[config.mk]
export PLATFORM = sky130hd
export DESIGN_NAME = booth_div_flat
export DESIGN_NICKNAME = d
export VERILOG_FILES = /design/src/rtl/booth_div_if.sv /design/src/rtl/booth_div.sv /design/src/flat_wrapper.sv
export SDC_FILE = /design/constraint.sdc
export NUM_CORES = 1
export LEC_CHECK = 0
export BUFFER_PORTS_ARGS = -buffer_cell sky130_fd_sc_hd__buf_2
export CAP_MARGIN = 30
export CORE_ASPECT_RATIO = 1.25
export CORE_MARGIN = 2
export CORE_UTILIZATION = 40
export DETAILED_ROUTE_END_ITERATION = 7
export GPL_TIMING_DRIVEN = 0
export PLACE_DENSITY = 0.6
export SLEW_MARGIN = 30
export SYNTH_ARGS = -nofsm -noshare
export SYNTH_HDL_FRONTEND = slang
export SYNTH_SLANG_ARGS = --single-unit
[constraint.sdc]
create_clock -name clk -period 3.28 [get_ports clk]
set_clock_uncertainty 0.2 [all_clocks]
set_input_delay 0.984 -clock clk [delete_from_list [all_inputs] [get_ports clk]]
set_output_delay 0.984 -clock clk [all_outputs]
set_load 0.005 [all_outputs]
[src/rtl/booth_div_if.sv]
// Start/valid handshake and operand/result bus for the sequential signed divider.
interface booth_div_if #(
  parameter int N = 4
);
  logic             start;
  logic [2*N-1:0]   X;
  logic [N-1:0]     Y;
  logic             busy;
  logic             valid;
  logic [N-1:0]     Q;
  logic [N-1:0]     R;
  logic             dbz;
  logic             ovf;

  modport master (
    output start, X, Y,
    input  busy, valid, Q, R, dbz, ovf
  );

  modport slave (
    input  start, X, Y,
    output busy, valid, Q, R, dbz, ovf
  );
endinterface

[src/rtl/booth_div.sv]
// Sequential signed divider: 2N-bit dividend / N-bit divisor, truncating.
// Restoring division on magnitudes, one quotient bit per clock, with
// divide-by-zero and quotient-overflow detection.
module booth_div #(
  parameter int N = 4
) (
  input  logic      clk,
  input  logic      rst,
  booth_div_if.slave bus
);

  localparam int CW = $clog2(N);
  localparam logic [CW-1:0] LAST = CW'(N - 1);

  typedef enum logic [1:0] {IDLE, RUN, FIX} state_t;

  state_t          state_q;
  logic [CW-1:0]   count_q;
  logic [N:0]      p_q;
  logic [N-1:0]    s_q;
  logic [N-1:0]    ay_q;
  logic            sgnq_q;
  logic            sgnr_q;
  logic            err_dbz_q;
  logic            err_ovf_q;
  logic [N-1:0]    q_q;
  logic [N-1:0]    r_q;
  logic            valid_q;
  logic            dbz_q;
  logic            ovf_q;

  logic [2*N-1:0]  ax_d;
  logic [N-1:0]    ay_d;
  logic            pre_dbz_d;
  logic            pre_ovf_d;
  logic [N+1:0]    trial_d;
  logic            trial_ok_d;
  logic [N:0]      p_d;
  logic [N-1:0]    s_d;
  logic            range_ovf_d;
  logic [N-1:0]    qfix_d;
  logic [N-1:0]    rfix_d;

  // Operand magnitudes, precheck, one restoring step and final sign fix-up.
  always_comb begin
    ax_d      = bus.X[2*N-1] ? -bus.X : bus.X;
    ay_d      = bus.Y[N-1]   ? -bus.Y : bus.Y;
    pre_dbz_d = (bus.Y == '0);
    pre_ovf_d = !pre_dbz_d && (ax_d[2*N-1:N] >= ay_d);

    // Shift {P,S} left by one and try subtracting |Y|; borrow means restore.
    trial_d    = {p_q, s_q[N-1]} - {2'b00, ay_q};
    trial_ok_d = !trial_d[N+1];
    p_d        = trial_ok_d ? trial_d[N:0] : {p_q[N-1:0], s_q[N-1]};
    s_d        = {s_q[N-2:0], trial_ok_d};

    // Negative quotients may reach 2^(N-1); positive ones only 2^(N-1)-1.
    range_ovf_d = sgnq_q ? (s_q[N-1] && (s_q[N-2:0] != '0)) : s_q[N-1];
    qfix_d      = sgnq_q ? -s_q : s_q;
    rfix_d      = sgnr_q ? -p_q[N-1:0] : p_q[N-1:0];
  end

  // Control FSM with registered datapath and result outputs.
  always_ff @(posedge clk) begin
    if (rst) begin
      state_q   <= IDLE;
      count_q   <= '0;
      p_q       <= '0;
      s_q       <= '0;
      ay_q      <= '0;
      sgnq_q    <= 1'b0;
      sgnr_q    <= 1'b0;
      err_dbz_q <= 1'b0;
      err_ovf_q <= 1'b0;
      q_q       <= '0;
      r_q       <= '0;
      valid_q   <= 1'b0;
      dbz_q     <= 1'b0;
      ovf_q     <= 1'b0;
    end else begin
      valid_q <= 1'b0;
      unique case (state_q)
        IDLE: begin
          if (bus.start) begin
            p_q       <= {1'b0, ax_d[2*N-1:N]};
            s_q       <= ax_d[N-1:0];
            ay_q      <= ay_d;
            sgnq_q    <= bus.X[2*N-1] ^ bus.Y[N-1];
            sgnr_q    <= bus.X[2*N-1];
            err_dbz_q <= pre_dbz_d;
            err_ovf_q <= pre_ovf_d;
            count_q   <= '0;
            state_q   <= (pre_dbz_d || pre_ovf_d) ? FIX : RUN;
          end
        end
        RUN: begin
          p_q     <= p_d;
          s_q     <= s_d;
          count_q <= count_q + CW'(1);
          if (count_q == LAST) state_q <= FIX;
        end
        FIX: begin
          valid_q <= 1'b1;
          state_q <= IDLE;
          if (err_dbz_q) begin
            q_q <= '0; r_q <= '0; dbz_q <= 1'b1; ovf_q <= 1'b0;
          end else if (err_ovf_q || range_ovf_d) begin
            q_q <= '0; r_q <= '0; dbz_q <= 1'b0; ovf_q <= 1'b1;
          end else begin
            q_q <= qfix_d; r_q <= rfix_d; dbz_q <= 1'b0; ovf_q <= 1'b0;
          end
        end
        default: state_q <= IDLE;
      endcase
    end
  end

  assign bus.busy  = (state_q != IDLE);
  assign bus.valid = valid_q;
  assign bus.Q     = q_q;
  assign bus.R     = r_q;
  assign bus.dbz   = dbz_q;
  assign bus.ovf   = ovf_q;

endmodule

[src/flat_wrapper.sv]
// flat-port wrapper written by rule: the top's interface ports become plain ports
module booth_div_flat 
#(
  parameter int N = 4
)
  (clk, rst, bus_start, bus_X, bus_Y, bus_busy, bus_valid, bus_Q, bus_R, bus_dbz, bus_ovf);
  booth_div_if #(.N(N)) bus_i ();
  input  logic clk;
  input  logic rst;
  input wire logic [$bits(bus_i.start)-1:0] bus_start;
  input wire logic [$bits(bus_i.X)-1:0] bus_X;
  input wire logic [$bits(bus_i.Y)-1:0] bus_Y;
  output wire logic [$bits(bus_i.busy)-1:0] bus_busy;
  output wire logic [$bits(bus_i.valid)-1:0] bus_valid;
  output wire logic [$bits(bus_i.Q)-1:0] bus_Q;
  output wire logic [$bits(bus_i.R)-1:0] bus_R;
  output wire logic [$bits(bus_i.dbz)-1:0] bus_dbz;
  output wire logic [$bits(bus_i.ovf)-1:0] bus_ovf;
  assign bus_i.start = bus_start;
  assign bus_i.X = bus_X;
  assign bus_i.Y = bus_Y;
  assign bus_busy = bus_i.busy;
  assign bus_valid = bus_i.valid;
  assign bus_Q = bus_i.Q;
  assign bus_R = bus_i.R;
  assign bus_dbz = bus_i.dbz;
  assign bus_ovf = bus_i.ovf;
  booth_div #(.N(N)) u_core (.clk(clk), .rst(rst), .bus(bus_i));
endmodule
**After elaboration in Yosys (flattened, before gate mapping)**

Cells that the tools add are included.

- Output and inout bits: 12
- Flip-flop bits (word level): 32
- Word-level logic and storage cells: 65
- Bits of input ports: 15

- Equal/unequal tests: 5
- $add $sub $neg: 6
- Reductions and logical operators: 14
- Muxes and demuxes: 24
- Magnitude comparators: 1
- Bitwise operators: 1

Operators by type and width:

| operator | number |
|---|---|
| $mux W4 | 8 |
| $neg A4 Y4 | 3 |
| $mux W5 | 2 |
| $pmux W5 S2 | 1 |
| $mux W2 | 4 |
| $mux W8 | 1 |
| $neg A8 Y8 | 1 |
| $pmux W2 S2 | 2 |
| $pmux W4 S2 | 1 |
| $reduce_and A2 Y1 | 3 |
| $sub A6 B4 Y6 | 1 |
| $mux W1 | 5 |
| $eq A2 B2 Y1 const B | 2 |
| $ge A4 B4 Y1 | 1 |
| $logic_not A4 Y1 | 1 |
| $reduce_bool A2 Y1 | 2 |
| $reduce_bool A3 Y1 | 1 |
| $add A2 B1 Y2 const B | 1 |
| $eq A2 B1 Y1 const B | 1 |
| $logic_and A1 B1 Y1 | 2 |
| $logic_not A1 Y1 | 2 |
| $logic_not A2 Y1 | 1 |
| $logic_or A1 B1 Y1 | 2 |
| $ne A2 B1 Y1 const B | 1 |
| other kinds (2) | 2 |

**Depth between registers and ports, before layout**

Gate-level depths: netlist of run 1.

- Word-level depth: 8
- Depth in mapped cells: 11

**Worst setup path after synthesis of run 1**

OpenSTA, ideal clock, no wires.

- Path kind: input to register
- From: input port bus_X[0]
- To: register u_core.state_q[1]
- Arrival: 2.704 ns
- Path buffers: 0
- Setup slack: 0.238 ns
- Setup time: 0.137 ns
- Required time: 2.943 ns
- Stages on the path: 11
- Path through: inv_1 -> ha_1 -> inv_1 -> o31ai_1 -> xor2_1 -> ha_1 -> nand2b_1 -> a21o_1 -> a21o_1 -> a21oi_1 -> a2111oi_0

- Longest elaborated chain between the ends: 8

Ends and longest elaborated chain:

| what | line | RTL |
|---|---|---|
| start: declaration | flat_wrapper.sv:11 | `input wire logic [$bits(bus_i.X)-1:0] bus_X;` |
| $neg A8 Y8 | booth_div.sv:46 | `ax_d = bus.X[2*N-1] ? -bus.X : bus.X;` |
| $mux W8 | booth_div.sv:46 |  |
| $ge A4 B4 Y1 | booth_div.sv:49 | `pre_ovf_d = !pre_dbz_d && (ax_d[2*N-1:N] >= ay_d);` |
| $logic_and A1 B1 Y1 | booth_div.sv:49 |  |
| $logic_or A1 B1 Y1 | booth_div.sv:93 | `state_q <= (pre_dbz_d \|\| pre_ovf_d) ? FIX : RUN;` |
| $mux W2 | booth_div.sv:93 |  |
| $mux W2 | booth_div.sv:84 | `if (bus.start) begin` |
| $pmux W2 S2 | booth_div.sv:82 | `unique case (state_q)` |
| end signal: assignment | booth_div.sv:93 |  |
| end: declaration | booth_div.sv:17 | `state_t state_q;` |

No other way between the ends. The select of a mux whose other input is x is not followed.
A chain may end at the register's enable or synchronous reset.

**Worst setup path after layout of run 1**

Same ends and word-level chain as after synthesis.

==> run metrics, run 1 <==
status complete, no violations; worst-path fanout max 5; drt pass-1 iters 4; Tcrit/Tclk final 94.22%; total power 1.359 mW; Final GP Congestion 0.7510; pin slew with the least headroom to its limit 0.6972 ns; max-cap violation count 0; RSZ-0062 raised after global routing no; f_max 323.6 MHz; FP Rows 28; core box area 4800 sq um; worst hold path class register to register; Synth-to-Final Area Change 15.07%; layout cells sized above 1 20.45%; Yosys cell types 53; Seq cells post-synth 32; Net Sw Power just under 500 uW; Final ANT Viol Nets 0; Slew headroom about 53%; worst vdd ir 0.0001981 V; fin util 48.57%; clock buffer depth 2; Pint just under 900 uW; EDFF count, synth 0; gr ovfl total 0; CP peak stage delay 0.26 ns; Hold Buf Count CTS 0; starting density of the core a little over two fifths; Setup CP Type primary input to register; initial antenna violation count 0; sequential share of the synthesized area 31.62%; area of the multi-input gates 1259 sq um; cells after synthesis around 240; root cell of the clock tree clkbuf_8; Final nets approximately 300; sequential share of power 36.0%; Syn Area/Cell ~8.5 sq um; most frequent cells in the layout dfxtp_1, nor2_1, buf_2; CP max stage cell ha_1; CTS tree built; final wirelength 4618 um; CP Capture Type register; PortBufs 24; pin count of the biggest net entering global routing 11; die area 5653 sq um; n_diodes 0; via count about 1,800; Comb pwr share 39.7%; Final Hold Vio Count 0; drt drc 0; Clock H-tree levels 2; Switching Share 35.96%; CTS buffer count 5; fillcell total between 400 and 500; DRT iter0 DRCs 49; WP buf/inv 3; main flop type after synthesis dfxtp_1; io pins 27; CTS sink count 32; Sequential Area 640.6 sq um; Finish-stage setup viols 0; Tmin final 3.090 ns; Syn Nets around 270; delay-heaviest family, CP compound AO/OA/AOI/OAI gates; Syn Std Cell Area 2026 sq um; Req. time, crit path 3.23 ns; PwrDens around 580 nW/um^2; commonest non-fill, non-tap cell in the layout dfxtp_1; wire per inst around 14 um; CTS clk-pin slew, worst paths 0.07 ns; Clock Latency Late Sink around 0.28 ns; vias in the first global route 1,660; CP Launch Type primary input; fin. max-slew vios 0; via density per instance 5.337; Static Leak between 0.9 and 1 nW; yosys warns 0; async set or reset register ratio after synthesis 0%; global-route wire length before repair 7803 um; DP HPWL 3529 um; Die H 83.57 um; Clk pwr share 24.4%; worst path cell trace buf_2 -> inv_1 -> ha_2 -> inv_1 -> o31ai_1 -> xor2_1 -> ha_1 -> nand2b_1 -> a21o_1 -> a21o_1 -> a21oi_2 -> a2111oi_0; Die X 67.65 um; crit path DAT 3.04 ns; Tot GR Track Use 17.55%
[final cells by class]
class | instances | area share [%]
clock buffer | 7 | 4.133
inverter | 18 | 2.899
multi-input combinational | 175 | 54.00
tap | 60 | 3.221
buffer | 12 | 2.791
sequential | 32 | 27.48
timing repair buffer | 25 | 5.475
[through the flow]
| step | worst slack [ns] | hold slack, ns | std cells | TNS (ns) | area (sq um) |
|---|---|---|---|---|---|
| global placement | -0.3152 | 0.2565 | 321 | -0.8159 | 2221 |
| detailed placement | -0.2795 | 0.2531 | 321 | -0.6639 | 2221 |
| global route | 0.006965 | 0.2915 | 329 | 0 | 2331 |
| finish | 0.1897 | 0.2596 | 329 | 0 | 2331 |
| floorplan | 0.2385 | 0.2363 | 237 | 0 | 2026 |
| CTS | 0.1016 | 0.2617 | 328 | 0 | 2321 |
[layer usage]
layer | part of all wire, % | global-route usage [%] | routed length [um] | vias to the layer above
met3 | 3.0 | 2.834 | 137 | 5
met1 | 48 | 23.33 | 2214 | 811
met2 | 48 | 28.88 | 2227 | 34
met4 | 0.82 | 4.453 | 38 | 0
met5 | 0 | 0 | 0 | -
li1 | - | - | - | 906
[Yosys cell counts (2+ instances only)]
cell / count / share of area (%)
o31ai_1: 5 / 1.9
mux2i_1: 6 / 3.0
nor2b_1: 4 / 1.2
a211oi_1: 4 / 1.5
xnor2_1: 10 / 4.3
a21o_1: 4 / 1.5
nand2_1: 18 / 3.3
ha_1: 14 / 8.6
a311oi_1: 2 / 0.86
nor3_1: 4 / 0.99
clkbuf_1: 5 / 0.93
buf_4: 2 / 0.74
a221oi_2: 2 / 1.5
a21oi_1: 17 / 4.2
dfxtp_1: 32 / 32
nor2_1: 29 / 5.4
nand3_1: 2 / 0.49
nor3b_1: 2 / 0.74
a22oi_1: 12 / 4.4
inv_1: 18 / 3.3
buf_2: 4 / 0.99
o21ai_0: 6 / 1.5
nand2b_1: 5 / 1.5
[what timing repair did]
| item | 4_1_cts | 5_1_grt |
|---|---|---|
| pin swaps | 0 | 1 |
| resized for setup | 1 | 1 |
| setup buffers | 0 | 1 |
| endpoints found under the hold margin | 0 | 0 |
| endpoints found under the setup margin | 1 | 2 |
[registers in the layout, summed over array words and instances (netlist names)]
signal and flops:
u_core.sgnq_q 1, u_core.bus.ovf 1, u_core.bus.valid 1, u_core.p_q 5, u_core.s_q 4, u_core.sgnr_q 1
u_core.ay_q 4, u_core.bus.dbz 1, u_core.bus.R 4, u_core.state_q 2, u_core.err_dbz_q 1, u_core.err_ovf_q 1
u_core.bus.Q 4, u_core.count_q 2
[worst min-delay path, cell delays in order (launching register included)]
cell	delay, ns
dfxtp_1	0.31
nand2_1	0.05
a21oi_1	0.05
[cells by family after synthesis]
family	after synthesis	synth area share [%]
AO/OA/AOI/OAI	67	25.39
AND/OR/NAND/NOR	75	18.53
multiplexers	7	3.521
adder cells (fa/ha/maj)	15	9.636
buffers and inverters	30	6.547
XOR/XNOR	11	4.756
flip-flops	32	31.62
[final timing paths]
| check | cells past startpoint | slack (ns) | from | end |
|---|---|---|---|---|
| worst max-delay path | 12 | 0.19 | bus_X[0] | u_core.state_q[1]$_SDFFE_PP0P_ |
| worst min-delay path | 2 | 0.26 | u_core.ay_q[3]$_SDFFE_PP0P_ | u_core.ay_q[3]$_SDFFE_PP0P_ |
| worst min register to register | 2 | 0.26 | u_core.ay_q[3]$_SDFFE_PP0P_ | u_core.ay_q[3]$_SDFFE_PP0P_ |
| worst max register to register | 7 | 1.10 | u_core.ay_q[1]$_SDFFE_PP0P_ | u_core.p_q[1]$_SDFFE_PP0P_ |
[power groups by stage]
stage / Sequential [mW] / Clock [mW] / Combinational [mW]
floorplan: 0.483 / 0 / 0.419
global placement: 0.496 / 0 / 0.529
detailed placement: 0.497 / 0 / 0.535
CTS: 0.488 / 0.336 / 0.539
global route: 0.494 / 0.355 / 0.600
finish: 0.489 / 0.331 / 0.539
No activity file was read; power rests on OpenSTA's default activity.
==> inputs of run 2 (changes only) <==
BUFFER_PORTS_ARGS = -buffer_cell sky130_fd_sc_hd__buf_4   (was -buffer_cell sky130_fd_sc_hd__buf_2)
==> run metrics, run 2 (synthesis gave the netlist of run 1 again) <==
drt pass-1 iters 4; Hold Buf Count CTS 0; core box area between 4000 and 5000 sq um; max reg flops 5; sequential share of power roughly 35%; worst hold path class register to register; Final ANT Viol Nets 0; CTS tree built; Final GP Congestion 0.7924; fin. max-slew vios 0; Comb pwr share 38.6%; Net Sw Power 501.6 uW; vias in the first global route 1,611; crit path DAT 3.09 ns; clock buffer depth 2; initial antenna violation count 0; via count about 1,800; die area 5653 sq um; Req. time, crit path between 3 and 4 ns; status complete, no violations; hold path cells 2; Setup CP Type primary input to register; CTS clk-pin slew, worst paths 0.08 ns; layout cells sized above 1 20.07%; Clock H-tree levels 2; wire per inst approximately 14 um; Final Hold Vio Count 0; Reg with most FFs u_core.p_q; Synth-to-Final Area Change 18.28%; R2R Path End u_core.p_q[0]$_SDFFE_PP0P_; global-route wire length before repair 7631 um; Hold EP u_core.ay_q[3]$_SDFFE_PP0P_; Static Leak about 0.98 nW; commonest non-fill, non-tap cell in the layout dfxtp_1; Slew headroom 55.33%; most frequent cells in the layout dfxtp_1, nor2_1, buf_4; f_max 319.6 MHz; final wirelength ~4600 um; fin util 49.92%; fillcell total approximately 470; DRT iter0 DRCs 71; n_diodes 0; starting density of the core between 40% and 50%; via density per instance 5.362; Critical Path Source bus_X[1]; pin count of the biggest net entering global routing 12; pin slew with the least headroom to its limit 0.6686 ns; Die H roughly 84 um; Finish-stage setup viols 0; Clk pwr share 26.9%; FP Rows 28; CP Capture Type register; Sequential Area 640.6 sq um; max-cap violation count 0; RSZ-0062 raised after global routing no; worst vdd ir between 0.0002 and 0.00025 V; Reg2Reg Setup Slack 1.07 ns; CTS buffer count 5; PwrDens 591.5 nW/um^2; R2R cell count 7; CTS sink count 32; drt drc 0; worst-path fanout max 5; Pint around 920 uW; root cell of the clock tree clkbuf_8; Die X about 68 um; reg-to-reg startpoint u_core.ay_q[1]$_SDFFE_PP0P_; setup TNS 0 ns; DP HPWL 3609 um; CP Launch Type primary input; Switching Share 35.39%; Final nets 298; Tot GR Track Use 17.42%; Hold Crit Start u_core.ay_q[3]$_SDFFE_PP0P_; Clock Latency Late Sink ~0.29 ns; gr ovfl total 0; area of the multi-input gates 1256 sq um; io pins 27; Tcrit/Tclk final between 90% and 100%; PortBufs 24; Tmin final ~3.1 ns
run 2: worst max-delay path, stage by stage:
cell	delay [ns]
buf_4	0.14
inv_1	0.06
ha_1	0.22
inv_1	0.07
o31ai_1	0.24
xor2_1	0.28
ha_1	0.28
nand2b_1	0.14
a21o_1	0.17
a21o_1	0.18
a21oi_2	0.21
a2111oi_0	0.13
run 2: worst max path at each step:
stage	slack (ns)	endpoint
final	0.15	u_core.state_q[1]$_SDFFE_PP0P_
after global routing	0.01	u_core.state_q[1]$_SDFFE_PP0P_
after CTS	0.03	u_core.state_q[1]$_SDFFE_PP0P_
after detailed placement	-0.25	u_core.state_q[1]$_SDFFE_PP0P_
after global placement	-0.29	u_core.state_q[1]$_SDFFE_PP0P_
after floorplan	0.24	u_core.state_q[1]$_SDFFE_PP0P_
run 2: layer usage:
| layer | global-route usage [%] | part of all wire, % | vias to the layer above |
|---|---|---|---|
| li1 | - | - | 903 |
| met4 | 5.566 | 1.6 | 0 |
| met2 | 27.36 | 47 | 37 |
| met1 | 23.15 | 48 | 817 |
| met3 | 3.914 | 3.7 | 7 |
| met5 | 0 | 0 | - |
run 2: final cells by class:
class                           instances  area share [%]
Sequential cell                        32           26.74
Buffer                                 12           2.715
Tap cell                               60           3.133
Inverter                               18           2.820
Clock buffer                            5           2.872
Timing Repair Buffer                   24           7.520
Clock inverter                          3           1.775
Multi-Input combinational cell        175           52.43
run 2: timing repair:
action	in CTS	in global routing
gates resized for setup	0	1
setup endpoints to repair	0	3
buffers inserted	0	0
run 2: power groups by stage:
| stage | Sequential (mW) | Combinational [mW] | Clock, mW |
|---|---|---|---|
| CTS | 0.488 | 0.550 | 0.389 |
| finish | 0.488 | 0.548 | 0.381 |
| global route | 0.495 | 0.610 | 0.407 |
| detailed placement | 0.497 | 0.548 | 0 |
| floorplan | 0.483 | 0.419 | 0 |
| global placement | 0.496 | 0.539 | 0 |
run 2: through the flow:
step                worst slack, ns  instances  power [mW]  instance area, sq um  hold WS, ns
floorplan                    0.2385        237      0.9017                  2026       0.2363
global placement            -0.2853        321       1.035                  2281       0.2475
detailed placement          -0.2535        321       1.044                  2281       0.2494
CTS                         0.03137        329       1.426                  2392       0.2588
global route                0.01328        329       1.511                  2396       0.2891
finish                       0.1514        329       1.417                  2396       0.2576
